--- config.mk ---
export PLATFORM = sky130hd
export DESIGN_NAME = bram_stream_fifo
export DESIGN_NICKNAME = d
export VERILOG_FILES = /design/src/rtl/bram_stream_fifo.sv
export SDC_FILE = /design/constraint.sdc
export NUM_CORES = 1
export LEC_CHECK = 0
export BUFFER_PORTS_ARGS = -buffer_cell sky130_fd_sc_hd__buf_2
export CAP_MARGIN = 0
export CORE_UTILIZATION = 25
export CTS_BUF_LIST = sky130_fd_sc_hd__clkbuf_16
export DETAILED_ROUTE_END_ITERATION = 10
export PLACE_DENSITY = 0.5
export SYNTH_ARGS = -nofsm -noshare
export SYNTH_HDL_FRONTEND = slang
export SYNTH_SLANG_ARGS = --single-unit
--- constraint.sdc ---
create_clock -name clk -period 5.3 [get_ports clk]
set_clock_uncertainty 0.1 [all_clocks]
set_input_delay 0.265 -clock clk [delete_from_list [all_inputs] [get_ports clk]]
set_output_delay 0.265 -clock clk [all_outputs]
set_load 0.02 [all_outputs]
--- src/rtl/bram_stream_fifo.sv ---
// Byte FIFO over a dual-port 1024x8 BRAM with a 2-entry output buffer; accept-to-m_valid latency 3 cycles.
// s_ready drops only when the BRAM itself is full; m_ready stalls are absorbed by the output buffer and BRAM.
module bram_stream_fifo #(
  parameter int DATA_W = 8,
  parameter int ADDR_W = 10
) (
  input  logic              clk,
  input  logic              rst,
  input  logic              s_valid,
  output logic              s_ready,
  input  logic [DATA_W-1:0] s_data,
  output logic              m_valid,
  input  logic              m_ready,
  output logic [DATA_W-1:0] m_data,
  output logic [ADDR_W+1:0] count,
  output logic              bram_ena,
  output logic              bram_wea,
  output logic [ADDR_W-1:0] bram_addra,
  output logic [DATA_W-1:0] bram_dina,
  output logic              bram_enb,
  output logic              bram_web,
  output logic [ADDR_W-1:0] bram_addrb,
  input  logic [DATA_W-1:0] bram_doutb
);

  localparam logic [ADDR_W:0] DEPTH = {1'b1, {ADDR_W{1'b0}}};

  logic [ADDR_W-1:0] wptr;
  logic [ADDR_W-1:0] rptr;
  logic [ADDR_W:0]   bram_cnt;
  logic              inflight;
  logic [1:0]        ob_cnt;
  logic              ob_head;
  logic [DATA_W-1:0] ob_mem [2];
  logic              accept;
  logic              issue;
  logic              pop;
  logic [1:0]        ob_next;

  assign s_ready = !rst && (bram_cnt != DEPTH);
  assign accept  = s_valid && s_ready;
  assign m_valid = (ob_cnt != 2'd0);
  assign m_data  = ob_mem[ob_head];
  assign pop     = m_valid && m_ready;

  // ob_cnt + inflight never exceeds 2, so the buffer occupancy after this cycle fits in 2 bits.
  assign ob_next = ob_cnt + {1'b0, inflight} - {1'b0, pop};
  assign issue   = !rst && (bram_cnt != '0) && (ob_next < 2'd2);

  assign bram_ena   = accept;
  assign bram_wea   = accept;
  assign bram_addra = wptr;
  assign bram_dina  = s_data;
  assign bram_enb   = issue;
  assign bram_web   = 1'b0;
  assign bram_addrb = rptr;

  always_ff @(posedge clk) begin
    if (rst) begin
      wptr     <= '0;
      rptr     <= '0;
      bram_cnt <= '0;
      inflight <= 1'b0;
      ob_cnt   <= 2'd0;
      ob_head  <= 1'b0;
      count    <= '0;
    end else begin
      if (accept) wptr <= wptr + 1'b1;
      if (issue)  rptr <= rptr + 1'b1;
      bram_cnt <= bram_cnt + (ADDR_W+1)'(accept) - (ADDR_W+1)'(issue);
      inflight <= issue;
      ob_cnt   <= ob_next;
      if (pop) ob_head <= ~ob_head;
      count    <= count + (ADDR_W+2)'(accept) - (ADDR_W+2)'(pop);
    end
  end

  // Tail slot is head + ob_cnt (mod 2); capture never lands on a full buffer.
  always_ff @(posedge clk) begin
    if (inflight) ob_mem[ob_head ^ ob_cnt[0]] <= bram_doutb;
  end

endmodule

==> summary.txt, run 1 <==
Critical path
  – CP cell instances: or2_2 > and2_1 > ha_1 > inv_1 > ha_1 > xor3_2 > a311oi_1 > ha_1 > inv_1 > ha_1 > inv_1 > fa_1 > nor2b_1 > o221ai_1 > a31oi_1 > nor3_1 > or3b_2
  – Worst R2R Setup Slack: 0.99 ns
  – Worst reg2reg path startpoint: ob_cnt[1]
  – Type of element launching the critical path: flip-flop
  – Cell class contributing the biggest share of worst-path delay: adder cells
  – Most frequent CP cell: sky130_fd_sc_hd__ha_1
  – Kind of end point of the critical path: flip-flop
  – Class of the most critical setup path: reg -> reg
  – Worst endpoint data arrival time: 4.41 ns
  – Largest stage delay on the critical path: 0.43 ns
  – Peak fanout along the critical path: 3
  – Bufs and invs on worst path: 3
  – Worst-case reg-to-reg path depth: 17
  – Reg-to-reg endpoint: bram_cnt[10]
  – CP required: 5.40 ns
  – Slowest stage cell on the critical path: sky130_fd_sc_hd__or3b_2

Timing
  – Count of endpoints failing hold in the final timing report: 0
  – RSZ-0062 raised after global routing: no
  – Worst setup margin: 0.988 ns
  – Period minus WS final: 4.31 ns
  – Peak Freq: 0.232 GHz
  – Final period util: 81.4%
  – Endpoints failing setup: 0
  – Total negative slack for setup checks: 0 ns
  – Number of max-slew violations in the final report: 0
  – Slew margin rel.: 53.8%
  – Measured slew at the worst slew-check pin: 0.691 ns

CTS
  – Clock root buffer: sky130_fd_sc_hd__clkbuf_16
  – Number of sinks on the clock net: 64
  – Clock latency on the worst-skew pair: 0.33 ns
  – Hold bufs inserted after CTS: 0
  – Maximum level of the CTS H-tree: 3
  – Number of cells upsized or downsized after cts: 0
  – Num CTS Buffers: 9
  – TritonCTS clock tree: yes
  – Buffer levels on the longest clock path: 2
  – CTS clock-pin slew for the worst setup and hold paths: 0.06 ns
  – Setup bufs post-CTS: 0

Placement
  – Port bufs: 56
  – Placed cell area: 0.00390 mm2
  – Global placement routability congestion: 0.741
  – Placed cells: 582
  – Pre-CTS setup slack: 1.01 ns
  – Detailed-placement wirelength estimate: 5.41 mm

Die
  – Floorplan Core Area: 0.0134 mm2
  – Chip height: 120 um
  – Number of ports placed on the die boundary: 74
  – Total die area: 0.0144 mm2
  – Overall die width: 120 um
  – Site row count: 42
  – Starting density of the core: 26.0%

Pwr
  – Cell Pwr Density: 644 mW/mm2
  – Net switching share of the total power: 40.6%
  – Leakage: 1.83 nW
  – Part of the total power dissipated in the clock network: 19.9%
  – Combinational fraction of design power: 52.6%
  – Portion of total power attributed to sequential cells: 27.5%
  – Internal power contribution: 0.00160 W
  – Worst supply voltage drop on vdd: 0.264 mV
  – Net switching power: 0.00109 W

Synth
  – Number of warnings reported in the yosys synthesis log: 0
  – Post-synth EDFFs: 16
  – Cell Area, Synth: 0.00349 mm2
  – Most used flip-flop cell after synthesis: sky130_fd_sc_hd__dfxtp_1
  – Number of distinct library cells after synthesis: 52
  – Register area share after synthesis: 41.3%
  – Register bit count reported by yosys: 64
  – Synthesized netlist net count: 418
  – Synthesized instance count: 365
  – Mean post-synth cell area: 9.55 um2
  – Post-synth ARST share: 0%

Detailed routing
  – Count of antenna-violating nets left after detailed routing: 0
  – Total DRC errors in the routed layout: 0
  – Total detailed-routing wirelength: 7.33 mm
  – Routed len/inst: 12.3 um
  – Ratio of routed vias to standard cells: 4.45
  – Vias post-DR: 2661
  – First DRT Iteration DRCs: 145
  – First-pass iteration count of the detailed router: 4

Final layout
  – Non-filler instance count after layout: 598
  – Fraction of final layout cells sized beyond drive strength 1: 21.6%
  – Area grow syn2layout: 19.7%
  – Fin area: 0.00417 mm2
  – Most common cell after layout, fill and taps aside: sky130_fd_sc_hd__buf_2
  – Total Nets Final: 470
  – Commonest non-fill, non-tap cells in the layout: 56 x sky130_fd_sc_hd__buf_2, 48 x sky130_fd_sc_hd__dfxtp_1, 36 x sky130_fd_sc_hd__inv_1
  – Antenna Cells: 0

Min path
  – Beginning of the worst hold path: bram_doutb[4]
  – Min-Delay Path Depth: 1
  – Endpoint with the worst hold slack: ob_mem[1][4]
  – Hold Crit Class: in -> reg

Global route
  – Number of global-route vias before repair: 2584
  – Initial antenna violation count: 1
  – Leftover overflow at the end of global routing: 0
  – Largest net degree at the start of global routing: 52
  – GRT Total Usage: 11.0%
  – Global-route wire length before repair: 12.4 mm

Outcome
  – Result of the run: completed

Flow run
  – Number of max-cap violations: 0
==> Yosys cell counts, drive strengths merged (3+ instances only) <==
library cell  number  area share, %
dfxtp             48             28
inv               36            3.9
nor2              35            3.8
ha                31             11
xor2              17            4.3
edfxtp            16             14
nand2             15            1.6
buf               14            2.6
a21oi             13            1.9
nor2b             13            2.3
nor3              13            1.9
o21ai             12            1.7
mux2              11            3.6
xnor2             10            2.5
a21o               9            1.9
nand4              8            1.4
or3                7            1.3
and3               6            1.1
a31oi              4           0.72
o21a               4           0.86
a211oi             3           0.65
a311oi             3           0.75
and2               3           0.57
clkbuf             3           0.32
or2                3           0.54
==> worst reg2reg max path, cell delays in order, from the launching register on <==
cell                       delay, ns
sky130_fd_sc_hd__dfxtp_1        0.33
sky130_fd_sc_hd__or2_2          0.31
sky130_fd_sc_hd__and2_1         0.21
sky130_fd_sc_hd__ha_1           0.29
sky130_fd_sc_hd__inv_1          0.06
sky130_fd_sc_hd__ha_1           0.18
sky130_fd_sc_hd__xor3_2         0.29
sky130_fd_sc_hd__a311oi_1       0.32
sky130_fd_sc_hd__ha_1           0.29
sky130_fd_sc_hd__inv_1          0.06
sky130_fd_sc_hd__ha_1           0.15
sky130_fd_sc_hd__inv_1          0.06
sky130_fd_sc_hd__fa_1           0.37
sky130_fd_sc_hd__nor2b_1        0.20
sky130_fd_sc_hd__o221ai_1       0.21
sky130_fd_sc_hd__a31oi_1        0.27
sky130_fd_sc_hd__nor3_1         0.07
sky130_fd_sc_hd__or3b_2         0.43
==> state kept, by name, indices dropped and copies added (netlist names), named ones only <==
signal,cells
ob_head,1
ob_cnt,2
bram_addrb,10
inflight,1
ob_mem,16
count,12
bram_addra,10
bram_cnt,11
==> layer usage <==
metal / share of wire (%) / vias up / GRT usage (%) / wire, um
met5: 0.18 / - / 0 / 13
met1: 47 / 1233 / 13.2 / 3450
li1: - / 1364 / - / -
met3: 5.4 / 13 / 3.85 / 396
met4: 1.3 / 2 / 4.45 / 93
met2: 46 / 49 / 17.7 / 3380
==> metrics by stage <==
step | total power (W) | hold slack, ns | utilization, %
final | 0.00269 | 0.0331 | 31.1
after CTS | 0.00272 | 0.0144 | 31.1
after global routing | 0.00294 | 0.0146 | 31.1
after global placement | 0.00215 | 0.358 | 29.1
after detailed placement | 0.00217 | 0.359 | 29.1
after floorplan | 0.00185 | 0.264 | -
==> final cells by class <==
class	instances	area, um2
clock buffers	9	225
multi-input cells	247	1800
fillers	1410	9230
inverters	37	139
well taps	176	220
clock inverters	7	47.5
flip-flops and latches	64	1440
repair buffers	58	295
==> power groups by stage <==
stage | logic, W | clock network, W | registers, W
floorplan | 0.00107 | 0 | 0.000780
global placement | 0.00140 | 0 | 0.000748
detailed placement | 0.00141 | 0 | 0.000753
CTS | 0.00143 | 0.000556 | 0.000742
global route | 0.00161 | 0.000576 | 0.000760
finish | 0.00141 | 0.000535 | 0.000738
==> how the worst max path moves through the flow <==
stage / cells past startpoint / start / slack [ns] / endpoint
global placement: 17 / ob_cnt[1] / 1.16 / bram_cnt[10]
finish: 17 / ob_cnt[1] / 0.99 / bram_cnt[10]
CTS: 17 / ob_cnt[1] / 0.99 / bram_cnt[10]
floorplan: 17 / ob_cnt[1] / 0.47 / bram_cnt[10]
detailed placement: 17 / ob_cnt[1] / 1.01 / bram_cnt[10]
global route: 17 / ob_cnt[1] / 0.73 / bram_cnt[10]
==> logic make-up after synthesis <==
group,synth area share [%]
flip-flops,41.3
XOR/XNOR,7.50
AO/OA/AOI/OAI,11.4
multiplexers,3.55
buffers and inverters,6.92
other,0.108
adder cells (fa/ha/maj),12.3
AND/OR/NAND/NOR,16.9
Note: power is estimated with default switching activity, not from simulation.
==> inputs of run 2 (changes only) <==
--- a/config.mk
+++ b/config.mk
@@ -5,12 +5,13 @@
 export SDC_FILE = /design/constraint.sdc
 export NUM_CORES = 1
 export LEC_CHECK = 0
+export ABC_AREA = 1
 export BUFFER_PORTS_ARGS = -buffer_cell sky130_fd_sc_hd__buf_2
 export CAP_MARGIN = 0
 export CORE_UTILIZATION = 25
 export CTS_BUF_LIST = sky130_fd_sc_hd__clkbuf_16
 export DETAILED_ROUTE_END_ITERATION = 10
-export PLACE_DENSITY = 0.5
+export PLACE_DENSITY = 0.49
 export SYNTH_ARGS = -nofsm -noshare
 export SYNTH_HDL_FRONTEND = slang
 export SYNTH_SLANG_ARGS = --single-unit
==> constraint.sdc (replaced) <==
create_clock -name clk -period 4.5 [get_ports clk]
set_clock_uncertainty 0.1 [all_clocks]
set_input_delay 0.225 -clock clk [delete_from_list [all_inputs] [get_ports clk]]
set_output_delay 0.225 -clock clk [all_outputs]
set_load 0.02 [all_outputs]
==> run 2 against run 1 <==
Die area rose by 11%. Power increased by 22%. Critical path depth up 7. Worst hold slack better by 0.069 ns.
==> summary.txt, run 2 <==
Critical path
  – Worst endpoint data arrival time: 3.62 ns (-0.79 ns)
  – Kind of end point of the critical path: flip-flop
  – Peak fanout along the critical path: 14 (+11)
  – Worst R2R Setup Slack: 1.01 ns (+0.02 ns)
  – CP required: 4.63 ns (-0.77 ns)
  – CP cell instances: inv_2 > nand2_1 > nand2_1 > inv_1 > ha_1 > inv_1 > ha_1 > inv_1 > nand2_1 > nand2_2 > nor2_4 > ha_1 > inv_1 > ha_1 > inv_1 > fa_1 > inv_1 > nand2_1 > nand2_1 > nand3_1 > nand2_1 > nand2_1 > a21oi_1 > nor2_1
  – Class of the most critical setup path: reg -> reg
  – Most frequent CP cell: sky130_fd_sc_hd__nand2_1
  – Slowest stage cell on the critical path: sky130_fd_sc_hd__dfxtp_1
  – Type of element launching the critical path: flip-flop
  – Largest stage delay on the critical path: 0.39 ns (-0.04 ns)

Global route
  – Leftover overflow at the end of global routing: 0 (unchanged)
  – Initial antenna violation count: 0 (-1)
  – Global-route wire length before repair: 15.5 mm (+26%)
  – GRT Total Usage: 12.3% (+1.3 points)
  – Largest net degree at the start of global routing: 20 (-62%)
  – Number of global-route vias before repair: 3357 (+30%)

Placement
  – Global placement routability congestion: 0.788 (+6.4%)
  – Port bufs: 56 (unchanged)
  – Detailed-placement wirelength estimate: 6.69 mm (+24%)
  – Placed cell area: 0.00427 mm2 (+9.4%)

Min path
  – Hold Crit Class: in -> reg

CTS
  – CTS clock-pin slew for the worst setup and hold paths: 0.06 ns (about the same)
  – Maximum level of the CTS H-tree: 3 (unchanged)
  – Clock root buffer: sky130_fd_sc_hd__clkbuf_16
  – Num CTS Buffers: 9 (unchanged)
  – Setup bufs post-CTS: 0 (unchanged)
  – TritonCTS clock tree: yes
  – Number of cells upsized or downsized after cts: 0 (unchanged)
  – Clock latency on the worst-skew pair: 0.34 ns (about the same)
  – Buffer levels on the longest clock path: 2 (unchanged)
  – Hold bufs inserted after CTS: 8 (+8)
  – Number of sinks on the clock net: 64 (unchanged)

Detailed routing
  – Vias post-DR: 3416 (+28%)
  – Total DRC errors in the routed layout: 0 (unchanged)
  – Total detailed-routing wirelength: 8.93 mm (+22%)
  – Ratio of routed vias to standard cells: 4.31 (-3.2%)
  – Routed len/inst: 11.3 um (-8.2%)
  – First DRT Iteration DRCs: 154 (+6.2%)
  – First-pass iteration count of the detailed router: 4 (unchanged)
  – Count of antenna-violating nets left after detailed routing: 0 (unchanged)

Timing
  – Count of endpoints failing hold in the final timing report: 0 (unchanged)
  – Total negative slack for setup checks: 0 ns (unchanged)
  – Measured slew at the worst slew-check pin: 0.768 ns (+0.0775 ns)
  – Slew margin rel.: 48.6% (-5.2 points)
  – Worst hold-check slack: 0.102 ns (+0.0686 ns)
  – Final period util: 77.6% (-3.7 points)
  – Number of max-slew violations in the final report: 0 (unchanged)
  – Peak Freq: 0.286 GHz (+23%)
  – Period minus WS final: 3.49 ns (-0.819 ns)
  – Endpoints failing setup: 0 (unchanged)
  – RSZ-0062 raised after global routing: no

Die
  – Overall die width: 126 um (+5.2%)
  – Total die area: 0.0160 mm2 (+11%)
  – Starting density of the core: 25.5% (-0.50 points)
  – Number of ports placed on the die boundary: 74 (unchanged)
  – Floorplan Core Area: 0.0151 mm2 (+13%)
  – Site row count: 45 (+7.1%)
  – Chip height: 126 um (+5.2%)

Pwr
  – Leakage: 2.26 nW (+24%)
  – Worst supply voltage drop on vdd: 0.239 mV (-9.7%)
  – Cell Pwr Density: 714 mW/mm2 (+11%)

Synth
  – Post-synth top area share: 24.9% (-2.7 points)
  – Biggest area contributors in the synthesized netlist: sky130_fd_sc_hd__dfxtp_1 25%, sky130_fd_sc_hd__nand2_1 14%, sky130_fd_sc_hd__edfxtp_1 12%, sky130_fd_sc_hd__ha_1 10%, sky130_fd_sc_hd__inv_1 8.4%
  – Post-synth EDFFs: 16 (unchanged)
  – Cell Area, Synth: 0.00386 mm2 (+11%)
  – Cell type contributing the most total cell area after synthesis: sky130_fd_sc_hd__dfxtp_1
  – Register area share after synthesis: 37.3% (-4.0 points)
  – Post-synth ARST share: 0% (unchanged)
  – Most used flip-flop cell after synthesis: sky130_fd_sc_hd__dfxtp_1
  – Synthesized instance count: 542 (+48%)
  – Most used standard cell by instance count after synthesis: sky130_fd_sc_hd__nand2_1
  – Mean post-synth cell area: 7.13 um2 (-25%)
  – Synthesized netlist net count: 595 (+42%)
  – Number of warnings reported in the yosys synthesis log: 0 (unchanged)
  – Number of distinct library cells after synthesis: 27 (-48%)
  – Leading post-synthesis cells by instance count: 145 x sky130_fd_sc_hd__nand2_1, 86 x sky130_fd_sc_hd__inv_1, 76 x sky130_fd_sc_hd__nor2_1, 48 x sky130_fd_sc_hd__dfxtp_1, 35 x sky130_fd_sc_hd__nand3_1
  – Register bit count reported by yosys: 64 (unchanged)

Final layout
  – Register area: 0.00144 mm2 (unchanged)
  – Number of fill cells in the layout: 1653 (+17%)
  – Area of the multi-input gates: 0.00196 mm2 (+8.7%)
  – Most common cell after layout, fill and taps aside: sky130_fd_sc_hd__nand2_1
  – Post-layout utilization of the core: 30.5% (-0.69 points)
  – Area grow syn2layout: 19.3%
  – Fraction of final layout cells sized beyond drive strength 1: 15.4% (-6.2 points)
  – Commonest non-fill, non-tap cells in the layout: 145 x sky130_fd_sc_hd__nand2_1, 87 x sky130_fd_sc_hd__inv_1, 76 x sky130_fd_sc_hd__nor2_1
  – Fin area: 0.00461 mm2 (+11%)
  – Antenna Cells: 0 (unchanged)
  – Total Nets Final: 653 (+39%)
  – Number of flip-flops in the largest register: 16 (unchanged)

Outcome
  – Result of the run: completed

Flow run
  – Number of max-cap violations: 0 (unchanged)
==> run 2: changes by cell type after synthesis, moves of 9 or more <==
cell	before	now
sky130_fd_sc_hd__a21o_1	9	0
sky130_fd_sc_hd__a21oi_1	13	30
sky130_fd_sc_hd__nand2_1	15	145
sky130_fd_sc_hd__xor2_1	17	4
sky130_fd_sc_hd__nor3_1	13	0
sky130_fd_sc_hd__nor2b_1	13	0
sky130_fd_sc_hd__nand3_1	2	35
sky130_fd_sc_hd__nor2_1	35	76
sky130_fd_sc_hd__inv_1	36	86
==> run 2: layer usage <==
metal  global-route usage (%)  part of all wire, %  routed length [um]
met1                     14.3                   46                4110
met2                     21.0                   48                4300
met3                     3.04                  3.6                 323
met4                     6.09                  2.2                 195
met5                        0                    0                   0
==> run 2: critical path: cells and delay by family, from the launching register on <==
kind	cells	cell delay, ns
DFF	1	0.39
buffers and inverters	7	0.50
adders and majority gates	5	1.23
and+or+nand+nor	11	1.05
AOI/OAI and AO/OA	1	0.13
==> run 2: kinds of logic after synthesis <==
group | Yosys count | share of synthesized area [%]
buffers and inverters | 108 | 12.0
AND/OR/NAND/NOR | 266 | 27.7
adder cells (fa/ha/maj) | 33 | 11.1
flip-flops | 64 | 37.3
other | 1 | 0.0970
multiplexers | 8 | 2.33
AO/OA/AOI/OAI | 55 | 7.90
XOR/XNOR | 7 | 1.59
==> run 2: worst paths after layout <==
check | startpoint | cells after the start | end
worst max register to register | ob_cnt[1] | 24 | bram_cnt[10]
worst min-delay path | s_valid | 4 | bram_addra[4]
worst max-delay path | ob_cnt[1] | 24 | bram_cnt[10]
worst min register to register | bram_addra[9] | 2 | bram_addra[9]
==> run 2: metrics by stage <==
stage               power, W  std cells  worst slack, ns
CTS                  0.00334        793             1.01
floorplan            0.00228        542             1.24
global placement     0.00265        769             1.09
detailed placement   0.00268        769             1.03
global route         0.00367        793            0.694
finish               0.00329        793             1.01
==> run 2: area by class of cell <==
class	count	area share [%]
clock inverter	7	0.868
sequential	64	31.3
inverter	89	7.24
timing repair buffer	66	8.14
clock buffer	9	4.88
tap	188	5.10
multi-input combinational	370	42.5
==> run 2: report_power, final <==
part	switching (W)	leakage, nW	internal [W]	total [W]
sequential	0.000110	0.543	0.000767	0.000877
combinational	0.00115	1.59	0.000628	0.00178
clock	0.000266	0.128	0.000366	0.000633
total	0.00153	2.26	0.00176	0.00329
